$ cat src/rtl/invader_fire_scheduler.sv
// Picks a round-robin live shooter and the lowest free projectile slot after a tick-counted cooldown.
// Offer registered one cycle after PICK; held stable under fire_ready=0 until transfer; play=0 aborts.
module invader_fire_scheduler #(
    parameter int NSHOOT   = 5,
    parameter int SPACING  = 40,
    parameter int COOLDOWN = 8,
    parameter int NSLOT    = 2,
    localparam int IW = (NSHOOT > 1) ? $clog2(NSHOOT) : 1,
    localparam int SW = (NSLOT > 1) ? $clog2(NSLOT) : 1,
    localparam int CW = $clog2(COOLDOWN + 1)
) (
    input  logic              dclk,
    input  logic              clr,
    input  logic              play,
    input  logic              tick,
    input  logic [NSHOOT-1:0] alive,
    input  logic [NSLOT-1:0]  slot_busy,
    input  logic [9:0]        formation_x,
    input  logic [9:0]        formation_y,
    input  logic              fire_ready,
    output logic              fire_valid,
    output logic [SW-1:0]     fire_slot,
    output logic [IW-1:0]     fire_idx,
    output logic [9:0]        fire_x,
    output logic [9:0]        fire_y,
    output logic [7:0]        shots_fired
);

    typedef enum logic [1:0] {IDLE, COOL, PICK, OFFER} state_t;

    state_t        state;
    logic [CW-1:0] cnt;
    logic [IW-1:0] last_idx;

    logic          shooter_found;
    logic [IW-1:0] pick_idx;
    logic          slot_found;
    logic [SW-1:0] pick_slot;
    int            cand;
    logic [31:0]   x_sum;

    // Descending scans so the nearest candidate (after last_idx / lowest slot) is written last.
    always_comb begin
        shooter_found = 1'b0;
        pick_idx      = '0;
        cand          = 0;
        for (int k = NSHOOT; k >= 1; k--) begin
            cand = (int'(last_idx) + k) % NSHOOT;
            if (alive[cand[IW-1:0]]) begin
                shooter_found = 1'b1;
                pick_idx      = cand[IW-1:0];
            end
        end
        slot_found = 1'b0;
        pick_slot  = '0;
        for (int j = NSLOT - 1; j >= 0; j--) begin
            if (!slot_busy[j]) begin
                slot_found = 1'b1;
                pick_slot  = SW'(j);
            end
        end
        x_sum = 32'(formation_x) + 32'(SPACING) * 32'(pick_idx);
    end

    always_ff @(posedge dclk) begin
        if (clr) begin
            state       <= IDLE;
            cnt         <= '0;
            last_idx    <= IW'(NSHOOT - 1);
            fire_valid  <= 1'b0;
            fire_slot   <= '0;
            fire_idx    <= '0;
            fire_x      <= '0;
            fire_y      <= '0;
            shots_fired <= '0;
        end else begin
            // A handshake still counts on the same cycle that play drops.
            if (state == OFFER && fire_ready) begin
                last_idx <= fire_idx;
                if (shots_fired != 8'hFF)
                    shots_fired <= shots_fired + 8'd1;
            end
            if (!play) begin
                state      <= IDLE;
                fire_valid <= 1'b0;
            end else begin
                case (state)
                    IDLE: begin
                        state <= COOL;
                        cnt   <= CW'(COOLDOWN);
                    end
                    COOL: begin
                        if (tick) begin
                            if (cnt <= CW'(1)) begin
                                cnt   <= '0;
                                state <= PICK;
                            end else begin
                                cnt <= cnt - CW'(1);
                            end
                        end
                    end
                    PICK: begin
                        if (shooter_found && slot_found) begin
                            fire_idx   <= pick_idx;
                            fire_slot  <= pick_slot;
                            fire_x     <= x_sum[9:0];
                            fire_y     <= formation_y + 10'd20;
                            fire_valid <= 1'b1;
                            state      <= OFFER;
                        end
                    end
                    OFFER: begin
                        if (fire_ready) begin
                            fire_valid <= 1'b0;
                            cnt        <= CW'(COOLDOWN);
                            state      <= COOL;
                        end
                    end
                    default: state <= IDLE;
                endcase
            end
        end
    end

endmodule

$ cat config.mk
export PLATFORM = sky130hd
export DESIGN_NAME = invader_fire_scheduler
export DESIGN_NICKNAME = d
export VERILOG_FILES = /design/src/rtl/invader_fire_scheduler.sv
export SDC_FILE = /design/constraint.sdc
export NUM_CORES = 1
export LEC_CHECK = 0
export CAP_MARGIN = 10
export CORE_UTILIZATION = 65
export CTS_CLUSTER_SIZE = 20
export DETAILED_ROUTE_END_ITERATION = 7
export DONT_BUFFER_PORTS = 1
export GPL_TIMING_DRIVEN = 0
export PLACE_DENSITY = 0.81
export SYNTH_ARGS = -nofsm -noshare
export SYNTH_HDL_FRONTEND = slang
export SYNTH_SLANG_ARGS = --single-unit
$ cat constraint.sdc
create_clock -name dclk -period 8 [get_ports dclk]
set_input_delay 1.2 -clock dclk [delete_from_list [all_inputs] [get_ports dclk]]
set_output_delay 1.2 -clock dclk [all_outputs]
set_load 0.1 [all_outputs]
==> Yosys cells after proc, flatten, opt, wreduce, memory -nomap -nowiden <==
Cells that the tools add are included.
{ "word_totals": {"ff_bits": 42, "in_bits": 32, "output_inout_bits": 33, "word_cells": 85} }
{ "op_classes": {"n_addsub": 9, "mul": 1, "n_div": 5, "magnitude_cmp": 6, "eq_ne": 8, "muxes": 35, "bitwise": 1, "reduce_logical": 11} }
{ "op_table": {"columns": ["operator", "count"], "rows": [
  ["$mod A32 B4 Y32 const B", 5],
  ["$lt A3 B4 Y1 const B", 5],
  ["$bmux W1 S3", 5],
  ["$mux W1", 15],
  ["$mux W3", 5],
  ["$mux W4", 3],
  ["$pmux W4 S3", 1],
  ["$add A10 B5 Y10 const B", 1],
  ["$add A10 B9 Y10", 1],
  ["$add A3 B2 Y4 const B", 2],
  ["$add A3 B3 Y4 const B", 2],
  ["$add A8 B1 Y8 const B", 1],
  ["$mux W2", 4],
  ["$ne A2 B2 Y1 const B", 4],
  ["$ne A8 B8 Y1 const B", 1],
  ["$pmux W2 S4", 1],
  ["$reduce_and A4 Y1", 2],
  ["$mul A3 B3 Y6 const A", 1],
  ["$reduce_and A3 Y1", 2],
  ["$add A3 B1 Y4 const B", 1],
  ["$eq A2 B2 Y1 const B", 2],
  ["$le A4 B1 Y1 const B", 1],
  ["$sub A4 B1 Y4 const B", 1],
  ["$reduce_bool A3 Y1", 1],
  ["8 further kinds", 9]
]} }

==> Depth between registers and ports, before layout <==
{ "depth": {"ltp_word": 12, "depth_mapped": 32, "depth_no_buf": 30} }

==> Worst setup path after synthesis <==
OpenSTA, ideal clock, no wires.
{ "synth_timing": {"path_kind": "reg-to-reg", "startpoint": "register last_idx[0]", "endpoint": "register fire_x[9]", "setup_ns": 0.067, "t_arrival_ns": 6.168, "required_time_ns": 7.933, "slack_ns": 1.765, "path_stages_with_launch": 31, "path_buffers": 2, "period_less_slack_ns": 6.235, "cell_sequence": "dfxtp_1 -> buf_2 -> clkinv_1 -> ha_1 -> buf_2 -> inv_1 -> ha_1 -> or3b_2 -> o22ai_1 -> nor2_1 -> inv_1 -> ha_1 -> nand2b_1 -> o2111ai_1 -> o211ai_2 -> a2111oi_0 -> a22o_1 -> nor2_1 -> and4_1 -> o32a_1 -> inv_1 -> ha_1 -> ha_1 -> nor2b_1 -> o21ai_0 -> nand2b_1 -> a21o_1 -> a21oi_1 -> xnor2_1 -> mux2i_1 -> nor2_1"} }
{ "synth_between": {"elab_chain_cells": 11, "elab_cells_between_ends": 34, "classes_between": "add/sub (6); mul (1); div (5); mux (20); reduce/logical (2)"} }
{ "synth_lines": {"columns": ["element", "line", "source"], "rows": [
  ["start: declaration", "33", "logic [IW-1:0] last_idx;"],
  ["start signal: assignment", "69", "last_idx <= IW'(NSHOOT - 1);"],
  ["start signal: assignment", "79", "last_idx <= fire_idx;"],
  ["$add A3 B3 Y4", "48", "cand = (int'(last_idx) + k) % NSHOOT;"],
  ["$mod A32 B4 Y32", "48", null],
  ["$bmux W1 S3", "49", "if (alive[cand[IW-1:0]]) begin"],
  ["$mux W1 (not written as such)", "49", null],
  ["$mux W3 (4 in a row)", "49", null],
  ["$mux W3 *", "49", null],
  ["named net pick_idx[0]", "36", "logic [IW-1:0] pick_idx;"],
  ["$mul A3 B3 Y6 *", "62", "x_sum = 32'(formation_x) + 32'(SPACING) * 32'(pick_idx);"],
  ["$add A10 B9 Y10 *", "62", null],
  ["end signal: assignment", "106", "fire_x <= x_sum[9:0];"],
  ["end: declaration", "24", "output logic [9:0] fire_x,"]
]} }
Mark *: on every way through the listed nets, which the timed path passes. The rest lies on a longest branch. The select of a mux whose other input is x is not followed.
A chain may end at the register's enable or synchronous reset.

==> Final worst setup path <==
Ends and elaborated chain as after synthesis.

==> metrics.txt <==
Die Span X=82.17 um; Root Driver=clkbuf_8; CP startpoint kind=flip-flop; Pleak=0.001782 uW; Setup Viol. Count Final=0; I/O pins=65; RSZ-0062 raised after global routing=no; layout cells sized above 1=0.08897; critical path capture point type=flip-flop; Setup CP Type=reg -> reg; Die H=82.17 um; Hold Slack=514.8 ps; pwr dens=102.7 nW/um2; synth cell count leaders=47 x nor2_1, 44 x ha_1, 42 x dfxtp_1; CTS tree=yes; Reg2Reg Setup Slack=slightly above 600 ps; slew at the pin closest to its max-slew limit=1099 ps; Fill cells=~480; flip-flop and latch count after synthesis=42; Syn Inst Count=510; Antenna diodes=0; largest net degree at the start of global routing=13; P&R area growth vs syn=4.223%; Worst path most repeated cell=ha_1; top-count cell post-synth=nor2_1; Worst Hold Depth=2; Synth Area per Inst=8.192 um2; initial DRC count=303; Nets=between 500 and 600; global route overflow=0; RD Place Congestion=0.9011; dominant cells by area after synthesis=dfxtp_1 20%, ha_1 13%, mux2i_1 6.0%; final wirelength=10160 um; EDFF count, synth=0; YS warnings=0; Max FO, Critical Path=11; post-route minimum period=7391 ps; row cnt=28; Critical Path AT=7620 ps; status=finished clean; CTS Sinks=42; Initial Util=0.6893; core area=6061 um2; Clock Skew=about 2.5 ps; Critical path buffers and inverters=6; Max-slew headroom=0.2665; post-route cell area=between 4000 and 5000 um2; area leader, netlist=dfxtp_1; Synth cell types=between 70 and 80; net count after synthesis=between 500 and 600; GR Util All Layers=0.3176; antenna-violating nets left=0; Worst VDD drop=0.0001599 V; Worst-Skew Late Latency=290 ps; Worst Hold End=cnt[1]; Mapped Area=4178 um2; Bufs on Longest Clock Path=2; Max Fclk=135.3 MHz; Place WS=607.5 ps; setup TNS=0 ps; vias in the first global route=around 3700; sequential fraction of the synthesis area=0.2013; Num CTS Buffers=5; PnR worst setup slack=608.7 ps; CTS clk-pin slew, worst paths=80 ps; first-pass GRT wire length=16700 um; worst reg2reg endpoint=fire_x[9]; cell family with most CP delay=compound AO/OA/AOI/OAI gates; ys flop type=dfxtp_1; R2R depth=30; CTS HTree Levels=2; post-synthesis async set-or-reset flop share=0; initial antenna violation count=0; Post-DP HPWL=~7900 um; max-slew violation count=0; die area=6752 um2; Cell Area, Placed=roughly 4300 um2; DRC Markers=0; number of port buffers=0; crit-path max cell delay=580 ps; cts hold-fix bufs=0; Via density=6.525; routed vias=3863; Max Cap Viol=0; reg2reg start=last_idx[0]; TritonRoute pass-1 iters=6; final period utilization=0.9239; routed len/inst=approximately 17 um; min-delay src=cnt[1]; final hold violations=0; Tot Pwr=447.2 uW; slowest cell on the critical path=ha_1; worst min-delay path category=reg -> reg; Worst EP required=around 8200 ps; Yosys top cell area share=0.2013
## state kept, by name (all words and copies together) (netlist names)
name,cells
fire_valid,1
cnt,4
fire_x,10
fire_y,10
state,2
shots_fired,8
fire_idx,3
fire_slot,1
last_idx,3
## final cells by class
type	count	area, um2	area share
inverters	36	135.1	0.03103
flip-flops and latches	42	840.8	0.1931
multi-input cells	407	3074	0.7060
plain buffers	25	130.1	0.02989
clock inverters	1	7.507	0.001724
well taps	75	93.84	0.02155
clock buffers	6	72.57	0.01667
## power by group
group / switching [uW] / internal (uW)
Sequential: 19.6 / 214
Clock: 71.0 / 59.9
Combinational: 45.6 / 37.1
## cells by family after synthesis
kind of cell,count (synthesis),synth area share
AO/OA/AOI/OAI,134,0.2456
XOR/XNOR,26,0.06080
AND/OR/NAND/NOR,169,0.2054
buffers and inverters,61,0.06349
multiplexers,33,0.08685
adder cells (fa/ha/maj),45,0.1366
flip-flops,42,0.2013
## layer usage
layer,global-route usage,wire (um),vias to the layer above
met5,0,0,-
met4,0.1351,235,0
met3,0.06484,793,24
met2,0.5760,4993,185
met1,0.3575,4134,1793
li1,-,-,1861
## metrics by stage
step | std cells | utilization
5_1_grt | 592 | 0.7184
4_1_cts | 592 | 0.7180
6_report | 592 | 0.7184
3_3_place_gp | 585 | 0.7048
3_5_place_dp | 585 | 0.7048
2_1_floorplan | 510 | -
## worst reg2reg max path: cells and delay by family, from the launching register on
family	cells	cell delay [ps]
AO/OA/AOI/OAI	9	2260
AND/OR/NAND/NOR	8	1330
adder cells (fa/ha/maj)	5	1610
XOR/XNOR	1	140
multiplexers	1	90
buffers and inverters	6	1410
flip-flops	1	480
## layout by cell type (no fill, tap or decap), types with 4 or more instances in the layout
master / n
nor2_1: 47
o21a_1: 6
or2_2: 4
clkbuf_8: 5
xnor2_1: 15
nor3_1: 7
mux2i_1: 25
a21oi_1: 23
nand2_1: 39
dfxtp_1: 42
and3_1: 4
buf_2: 4
ha_1: 44
a211oi_1: 17
and2_1: 5
a21o_1: 7
clkbuf_1: 15
inv_1: 32
xor2_1: 9
a22oi_1: 4
mux2_2: 6
a211o_1: 6
o211ai_1: 5
nor2b_1: 7
nand2b_1: 15
nand3_1: 13
or3b_2: 4
o21ai_0: 19
o22ai_1: 5
## worst max-delay path by stage
stage | start | to | slack (ps) | depth (start not counted)
after floorplan | last_idx[0] | fire_x[9] | 1760 | 30
after global placement | last_idx[0] | fire_x[9] | 820 | 30
after detailed placement | last_idx[0] | fire_x[9] | 610 | 30
after CTS | last_idx[0] | fire_x[9] | 570 | 30
after global routing | last_idx[0] | fire_x[9] | 70 | 30
final | last_idx[0] | fire_x[9] | 610 | 30
## what timing repair did
| action | 4_1_cts | 5_1_grt |
|---|---|---|
| setup endpoints to repair | 0 | 1 |
| buffers inserted | 0 | 0 |
| resized for setup | 0 | 2 |
(Power assumes the default switching activity.)
